## src/rtl/bch_error_injector.sv

```systemverilog
// Channel-error stage between the BCH encoder and decoder: corrupts one codeword
// per transaction with either a fixed mask or an LFSR-chosen set of distinct bit positions.
module bch_error_injector #(
   parameter int unsigned CW_WIDTH  = 14,
   parameter logic [15:0] LFSR_SEED = 16'hACE1
) (
   input  logic                clk,
   input  logic                rst,
   input  logic                in_valid,
   output logic                in_ready,
   input  logic [CW_WIDTH-1:0] in_codeword,
   input  logic                cfg_random,
   input  logic [7:0]          cfg_num_errors,
   input  logic [CW_WIDTH-1:0] cfg_fixed_mask,
   output logic                out_valid,
   input  logic                out_ready,
   output logic [CW_WIDTH-1:0] out_codeword,
   output logic [CW_WIDTH-1:0] out_error_mask,
   output logic [4:0]          out_error_count,
   output logic                busy,
   output logic [1:0]          dbg_state
);

   // Handshakes: a transfer happens on a rising edge where valid && ready are both
   // high; out_valid holds and the outputs stay frozen until out_ready is sampled high.

   typedef enum logic [1:0] {
      IDLE = 2'd0,
      PICK = 2'd1,
      DONE = 2'd2
   } state_t;

   state_t              state;
   state_t              state_nx;
   logic [CW_WIDTH-1:0] cw_q;
   logic [CW_WIDTH-1:0] mask_q;
   logic [CW_WIDTH-1:0] mask_nx;
   logic [4:0]          remaining_q;
   logic [4:0]          remaining_nx;
   logic [15:0]         lfsr_q;
   logic [15:0]         lfsr_step;
   logic [4:0]          n_clamped;
   logic [3:0]          cand;
   logic                cand_taken;
   logic                cand_ok;
   logic [4:0]          pop;

   // Galois form of x^16+x^14+x^13+x^11+1.
   assign lfsr_step = {1'b0, lfsr_q[15:1]} ^ (lfsr_q[0] ? 16'hB400 : 16'h0000);
   assign cand      = lfsr_q[3:0];
   assign n_clamped = (cfg_num_errors >= 8'(CW_WIDTH)) ? 5'(CW_WIDTH) : cfg_num_errors[4:0];

   always_comb begin
      cand_taken = 1'b0;
      for (int i = 0; i < int'(CW_WIDTH); i++) begin
         if (cand == 4'(i) && mask_q[i]) cand_taken = 1'b1;
      end
   end

   assign cand_ok = (32'(cand) < CW_WIDTH) && !cand_taken;

   always_comb begin
      pop = '0;
      for (int i = 0; i < int'(CW_WIDTH); i++) begin
         pop = pop + 5'(mask_q[i]);
      end
   end

   always_ff @(posedge clk) begin
      if (rst) state <= IDLE;
      else     state <= state_nx;
   end

   always_comb begin
      state_nx     = state;
      mask_nx      = mask_q;
      remaining_nx = remaining_q;
      in_ready     = 1'b0;
      out_valid    = 1'b0;
      case (state)
         IDLE: begin
            in_ready = 1'b1;
            if (in_valid) begin
               if (!cfg_random) begin
                  mask_nx  = cfg_fixed_mask;
                  state_nx = DONE;
               end else if (n_clamped == 5'd0) begin
                  mask_nx  = '0;
                  state_nx = DONE;
               end else begin
                  mask_nx      = '0;
                  remaining_nx = n_clamped;
                  state_nx     = PICK;
               end
            end
         end
         PICK: begin
            if (cand_ok) begin
               for (int i = 0; i < int'(CW_WIDTH); i++) begin
                  if (cand == 4'(i)) mask_nx[i] = 1'b1;
               end
               remaining_nx = remaining_q - 5'd1;
               if (remaining_q == 5'd1) state_nx = DONE;
            end
         end
         DONE: begin
            out_valid = 1'b1;
            if (out_ready) state_nx = IDLE;
         end
         default: state_nx = IDLE;
      endcase
   end

   // The LFSR is never reseeded between codewords, only on reset.
   always_ff @(posedge clk) begin
      if (rst) begin
         cw_q        <= '0;
         mask_q      <= '0;
         remaining_q <= '0;
         lfsr_q      <= LFSR_SEED;
      end else begin
         mask_q      <= mask_nx;
         remaining_q <= remaining_nx;
         if (state == IDLE && in_valid) cw_q <= in_codeword;
         if (state == PICK) lfsr_q <= lfsr_step;
      end
   end

   assign out_codeword    = cw_q ^ mask_q;
   assign out_error_mask  = mask_q;
   assign out_error_count = pop;
   assign busy            = (state != IDLE);
   assign dbg_state       = state;

endmodule

```

## config.mk

```make
export PLATFORM = sky130hd
export DESIGN_NAME = bch_error_injector
export DESIGN_NICKNAME = d
export VERILOG_FILES = /design/src/rtl/bch_error_injector.sv
export SDC_FILE = /design/constraint.sdc
export NUM_CORES = 1
export LEC_CHECK = 0
export CAP_MARGIN = 10
export CORE_ASPECT_RATIO = 1.1
export CORE_MARGIN = 10
export CORE_UTILIZATION = 49
export CTS_BUF_LIST = sky130_fd_sc_hd__clkbuf_4 sky130_fd_sc_hd__clkbuf_8 sky130_fd_sc_hd__clkbuf_16
export DETAILED_ROUTE_END_ITERATION = 10
export GPL_TIMING_DRIVEN = 1
export PLACE_DENSITY = 0.81
export SYNTH_ARGS = -nofsm -noshare
export SYNTH_HDL_FRONTEND = slang
export SYNTH_SLANG_ARGS = --single-unit
```

## constraint.sdc

```tcl
create_clock -name clk -period 4.58 [get_ports clk]
set_input_delay 0.687 -clock clk [delete_from_list [all_inputs] [get_ports clk]]
set_output_delay 0.687 -clock clk [all_outputs]
set_load 0.05 [all_outputs]
```

Word-level counts from Yosys, hierarchy flattened
Index checks and enable logic that the tools add are counted.

Add/subtract/negate cells: 14. Multiply operators: 0. Div/mod/pow operators: 0. Order comparisons: 2. Eq/ne operators: 36. Shifts and indexed selects: 0. Mux-type cells: 48. Bitwise operators: 2. Reductions and logical operators: 38.

Operators with widths (number): 4-bit AND reduction (15); 5-bit by 1-bit adder with 5-bit output (9); 14-bit 2-to-1 mux (3); 2-bit != test, second input constant (20); 1-bit 2-to-1 mux (30); 14-bit case mux with 2 select lines (1); 5-bit 2-to-1 mux (5); 4-bit == test, second input constant (6); 4-bit by 3-bit == test with 1-bit output, second input constant (4); 1-bit logical AND (16); 16-bit 2-to-1 mux (1); 15-bit by 16-bit XOR with 16-bit output (1); 14-bit XOR (1); 2-bit 2-to-1 mux (6); 5-bit case mux with 2 select lines (1); 4-bit by 2-bit == test with 1-bit output, second input constant (2); 8-bit by 4-bit greater-or-equal comparator with 1-bit output, second input constant (1); 2-bit case mux with 3 select lines (1); 4-bit by 1-bit adder with 5-bit output (1); 5-bit by 1-bit == test with 1-bit output, second input constant (1); 5-bit logical NOT (1); 5-bit AND reduction (1); 5-bit by 1-bit subtractor with 5-bit output, second input constant (1); 3-bit by 1-bit adder with 4-bit output (1); 10 further kinds (11).

Register bits: 51. Latch bits: 0. Memory bits (writable): 0. ROM bits: 0. Output and inout port bits: 38. Memories: 0.

Longest topological paths before layout
Depth after elaboration: 20. Mapped depth: 10. Mapped depth without buffers: 10.

Least setup slack after synthesis
No wires, ideal clock.

Path type: reg2out. Start point: register mask_q[0], in the netlist out_error_mask[0]. End point: output out_error_count[2]. Arrival time: 4.224 ns. Data required time: 3.893 ns. Setup slack: -0.331 ns. Cell stages (with the launch flop): 11. Buffers on the path: 0. Cell sequence: dfxtp_1 inv_1 fa_1 fa_1 fa_1 fa_1 inv_1 ha_1 inv_1 fa_1 xnor2_1.

Word-level cells in the longest chain between the ends: 13.

Ends and longest elaborated chain: start, declared (RTL line 36) `logic [CW_WIDTH-1:0] mask_q;`; start signal, assigned (RTL line 122) `mask_q <= mask_nx;`; 1-bit by 1-bit adder with 2-bit output (RTL line 65) `pop = pop + 5'(mask_q[i]);`; 2-bit by 1-bit adder with 3-bit output (RTL line 65); 3-bit by 1-bit adder with 4-bit output (RTL line 65); 4-bit by 1-bit adder with 5-bit output (RTL line 65); 5-bit by 1-bit adder with 5-bit output (9 in a row) (RTL line 65); end, declared (RTL line 19) `output logic [4:0] out_error_count,`.

No other way between the ends.

Final worst setup path
Start point: register mask_q[0], in the netlist out_error_mask[0]. End point: output out_error_count[1].

The elaborated chain is that of the path after synthesis.

==> results.txt <==
Worst slew margin - 0.495
worst-path fanout max - 5
FF+latch area - 0.00104 mm²
slew at the pin closest to its max-slew limit - 0.758 ns
R2R Path Start - lfsr_q[0]
Port Buffers - 77
fin area - 0.00388 mm²
Reg clk slew, reported paths - 0.09 ns
Synth area leaders - dfxtp_1 35%, nand2_1 8.2%, fa_1 6.1%
fmax - 224 MHz
Fin Clk Skew - 0.00897 ns
Post-synth EDFFs - 0
Area growth syn-to-layout - 31.9%
root buf cell - clkbuf_8
Yosys Warn Count - 0
CP Class - flop to primary output
core footprint - 0.00581 mm²
RD Place Congestion - 0.962
Syn Nets - 419
diodes inserted - 0
Seq/Total Area, Yosys - 0.347
peak supply drop - 324 µV
Critical Path RT - 3.89 ns
antenna violations before repair - 0
Placed Area - 0.00376 mm²
DR iter-0 viols - 174
static leakage - 1.54 nW
WHS Path Cells - 2
multi-input combinational cell area - 0.00173 mm²
pre-CTS WS - 0.348 ns
clock latency on the worst-skew pair - 0.31 ns
Synth top area share - 0.347
Hold WC Path Type - flop to flop
share of cells above drive strength 1 - 0.0749
Yosys top cell by area - dfxtp_1
DRC viols - 0
Setup WS post-layout - 0.119 ns
Seq pwr share - 0.295
Filler cells - 496
Die Wd - 93.9 µm
clock share of power - 0.169
hpwl dp - 6.09 mm
Nets - 482
Max Slew Vio Count - 0
Tcrit/Tclk final - 0.974
worst hold endpoint - lfsr_q[3]
min Tclk post-route - 4.46 ns
Fin. Hold Viols - 0
power density cells - 468 mW/mm²
P_int - 1.04 mW
ys async rst share - 0
sw power - 0.779 mW
GRT overflow - 0
per-cell routed wire length - 16.4 µm
Post-CTS Setup Inserts - 0
post-synth cell types - 57
DRT Pass-1 Iters - 5
Mapped Area - 0.00295 mm²
vias per std cell - 5.60
number of global-route vias before repair - 2,732
row cnt - 29
Antenna Nets Post-Route - 0
CP Launch Type - flop
Yosys reg bits - 51
Arrival @ worst endpoint - 3.77 ns
CTS tree - done
final wirelength - 8.25 mm
final setup fails - 0
H-tree depth - 2
endpoint class of the critical path - primary output
die area - 0.00952 mm²
Synth Instances - 364
worst r2r dst - out_error_mask[0]
I/O pins - 79
R2R cell count - 6
clk sink count - 51
DR vias - 2,822
largest net degree at the start of global routing - 43
max-cap viol count - 0
Sw Ratio - 0.429
Tot GR Track Use - 0.173
total negative slack - 0 ns
syn avg cell area - 8.09 µm²
DIE HEIGHT - 101 µm
initial core utilization - 0.507
r2r setup slk - 1.94 ns
hold_sp - lfsr_q[4]
clk buf depth - 2
outcome - finished, final reports clean
CTS buffer count - 5
first-pass GRT wire length - 13.7 mm
Gate power share - 0.536
Top FF cell, synth - dfxtp_1
==> power groups by stage <==
| stage | Clock, mW | Combinational (mW) | Sequential, mW |
|---|---|---|---|
| CTS | 0.310 | 0.974 | 0.535 |
| global route | 0.326 | 1.04 | 0.543 |
| floorplan | 0 | 0.582 | 0.585 |
| detailed placement | 0 | 0.970 | 0.545 |
| global placement | 0 | 0.952 | 0.542 |
| finish | 0.306 | 0.974 | 0.537 |
==> cell usage in the layout, fill, tap and decap left out, types with 2 or more instances in the layout <==
cell type	count
nand2b_1	4
xnor2_1	3
xor2_1	14
a21o_1	2
fa_1	8
dfxtp_4	3
clkdlybuf4s50_1	73
nor2b_1	19
o21ai_0	17
buf_4	5
nand3b_1	2
nand3_1	12
o221ai_1	14
a31oi_1	14
o31ai_1	2
or3_1	4
a21oi_1	27
dfxtp_2	3
nand2_1	64
ha_1	5
mux2i_1	4
buf_12	2
nor2_1	8
clkbuf_8	5
inv_1	28
o211ai_1	4
or2_2	2
dfxtp_1	45
==> through the flow <==
stage | power [mW] | util | hold slack [ns] | cells
after floorplan | 1.17 | - | 0.432 | 364
after global placement | 1.49 | 0.648 | 0.439 | 497
after detailed placement | 1.52 | 0.648 | 0.448 | 497
after CTS | 1.82 | 0.666 | 0.461 | 504
after global routing | 1.91 | 0.669 | 0.484 | 504
final | 1.82 | 0.669 | 0.460 | 504
==> flip-flops by register name (all words and copies together), names as in the netlist <==
| register | cells |
|---|---|
| remaining_q | 5 |
| cw_q | 14 |
| dbg_state | 2 |
| lfsr_q | 16 |
| out_error_mask | 14 |
==> synth_stat cells, types with 2 or more instances <==
cell      number
nor2_1         8
o221ai_1      14
ha_1           5
or3_1          4
a31oi_1       14
buf_1          3
or2_2          2
xor2_1        14
fa_1           9
nand3b_1       2
o31ai_1        2
nor2b_1       19
buf_2          3
nand3_1       12
buf_4          2
nand2_1       64
mux2i_1        4
a21oi_1       27
inv_1         28
clkbuf_1      15
a21o_1         2
o211ai_1       4
o21ai_0       17
xnor2_1        4
nand2b_1       4
dfxtp_1       51
==> cell type report <==
cell class	instances	area share
multi-input combinational	260	0.445
sequential	51	0.267
timing repair buffer	80	0.208
inverter	29	0.0280
tap	77	0.0248
clock buffer	5	0.0177
clock inverter	2	0.00966
==> metal layers <==
| layer | vias up | routed length, µm | track usage |
|---|---|---|---|
| met3 | 19 | 572 | 0.0340 |
| met5 | - | 0 | 0 |
| met4 | 0 | 184 | 0.0596 |
| met1 | 1308 | 3270 | 0.198 |
| li1 | 1374 | - | - |
| met2 | 121 | 4230 | 0.313 |
==> critical path, cell delays in order, from the launching register on <==
cell	delay, ns
dfxtp_4	0.38
inv_1	0.07
fa_1	0.58
fa_1	0.44
fa_1	0.54
fa_1	0.42
inv_1	0.08
ha_1	0.17
inv_1	0.06
fa_2	0.52
inv_1	0.07
buf_12	0.15
==> timing repair <==
item	CTS	global route
pin swaps	0	2
endpoints found under the setup margin	1	2
hold buffers	0	0
resized for setup	2	8
cloned	0	0
==> cells by family after synthesis <==
family	share of synthesized area
compound gates	0.212
xor+xnor	0.0535
fa+ha+maj	0.0824
buf+inv	0.0739
flops	0.347
mux	0.0174
other cells	0.00127
simple gates	0.213
==> how the worst max path moves through the flow <==
| stage | from | to |
|---|---|---|
| after floorplan | out_error_mask[0] | out_error_count[2] |
| after global placement | out_error_mask[0] | out_error_count[2] |
| after detailed placement | out_error_mask[0] | out_error_count[2] |
| after CTS | out_error_mask[3] | out_error_count[2] |
| after global routing | out_error_mask[9] | out_error_count[1] |
| final | out_error_mask[0] | out_error_count[1] |
Power figures use the tool's default switching activity.
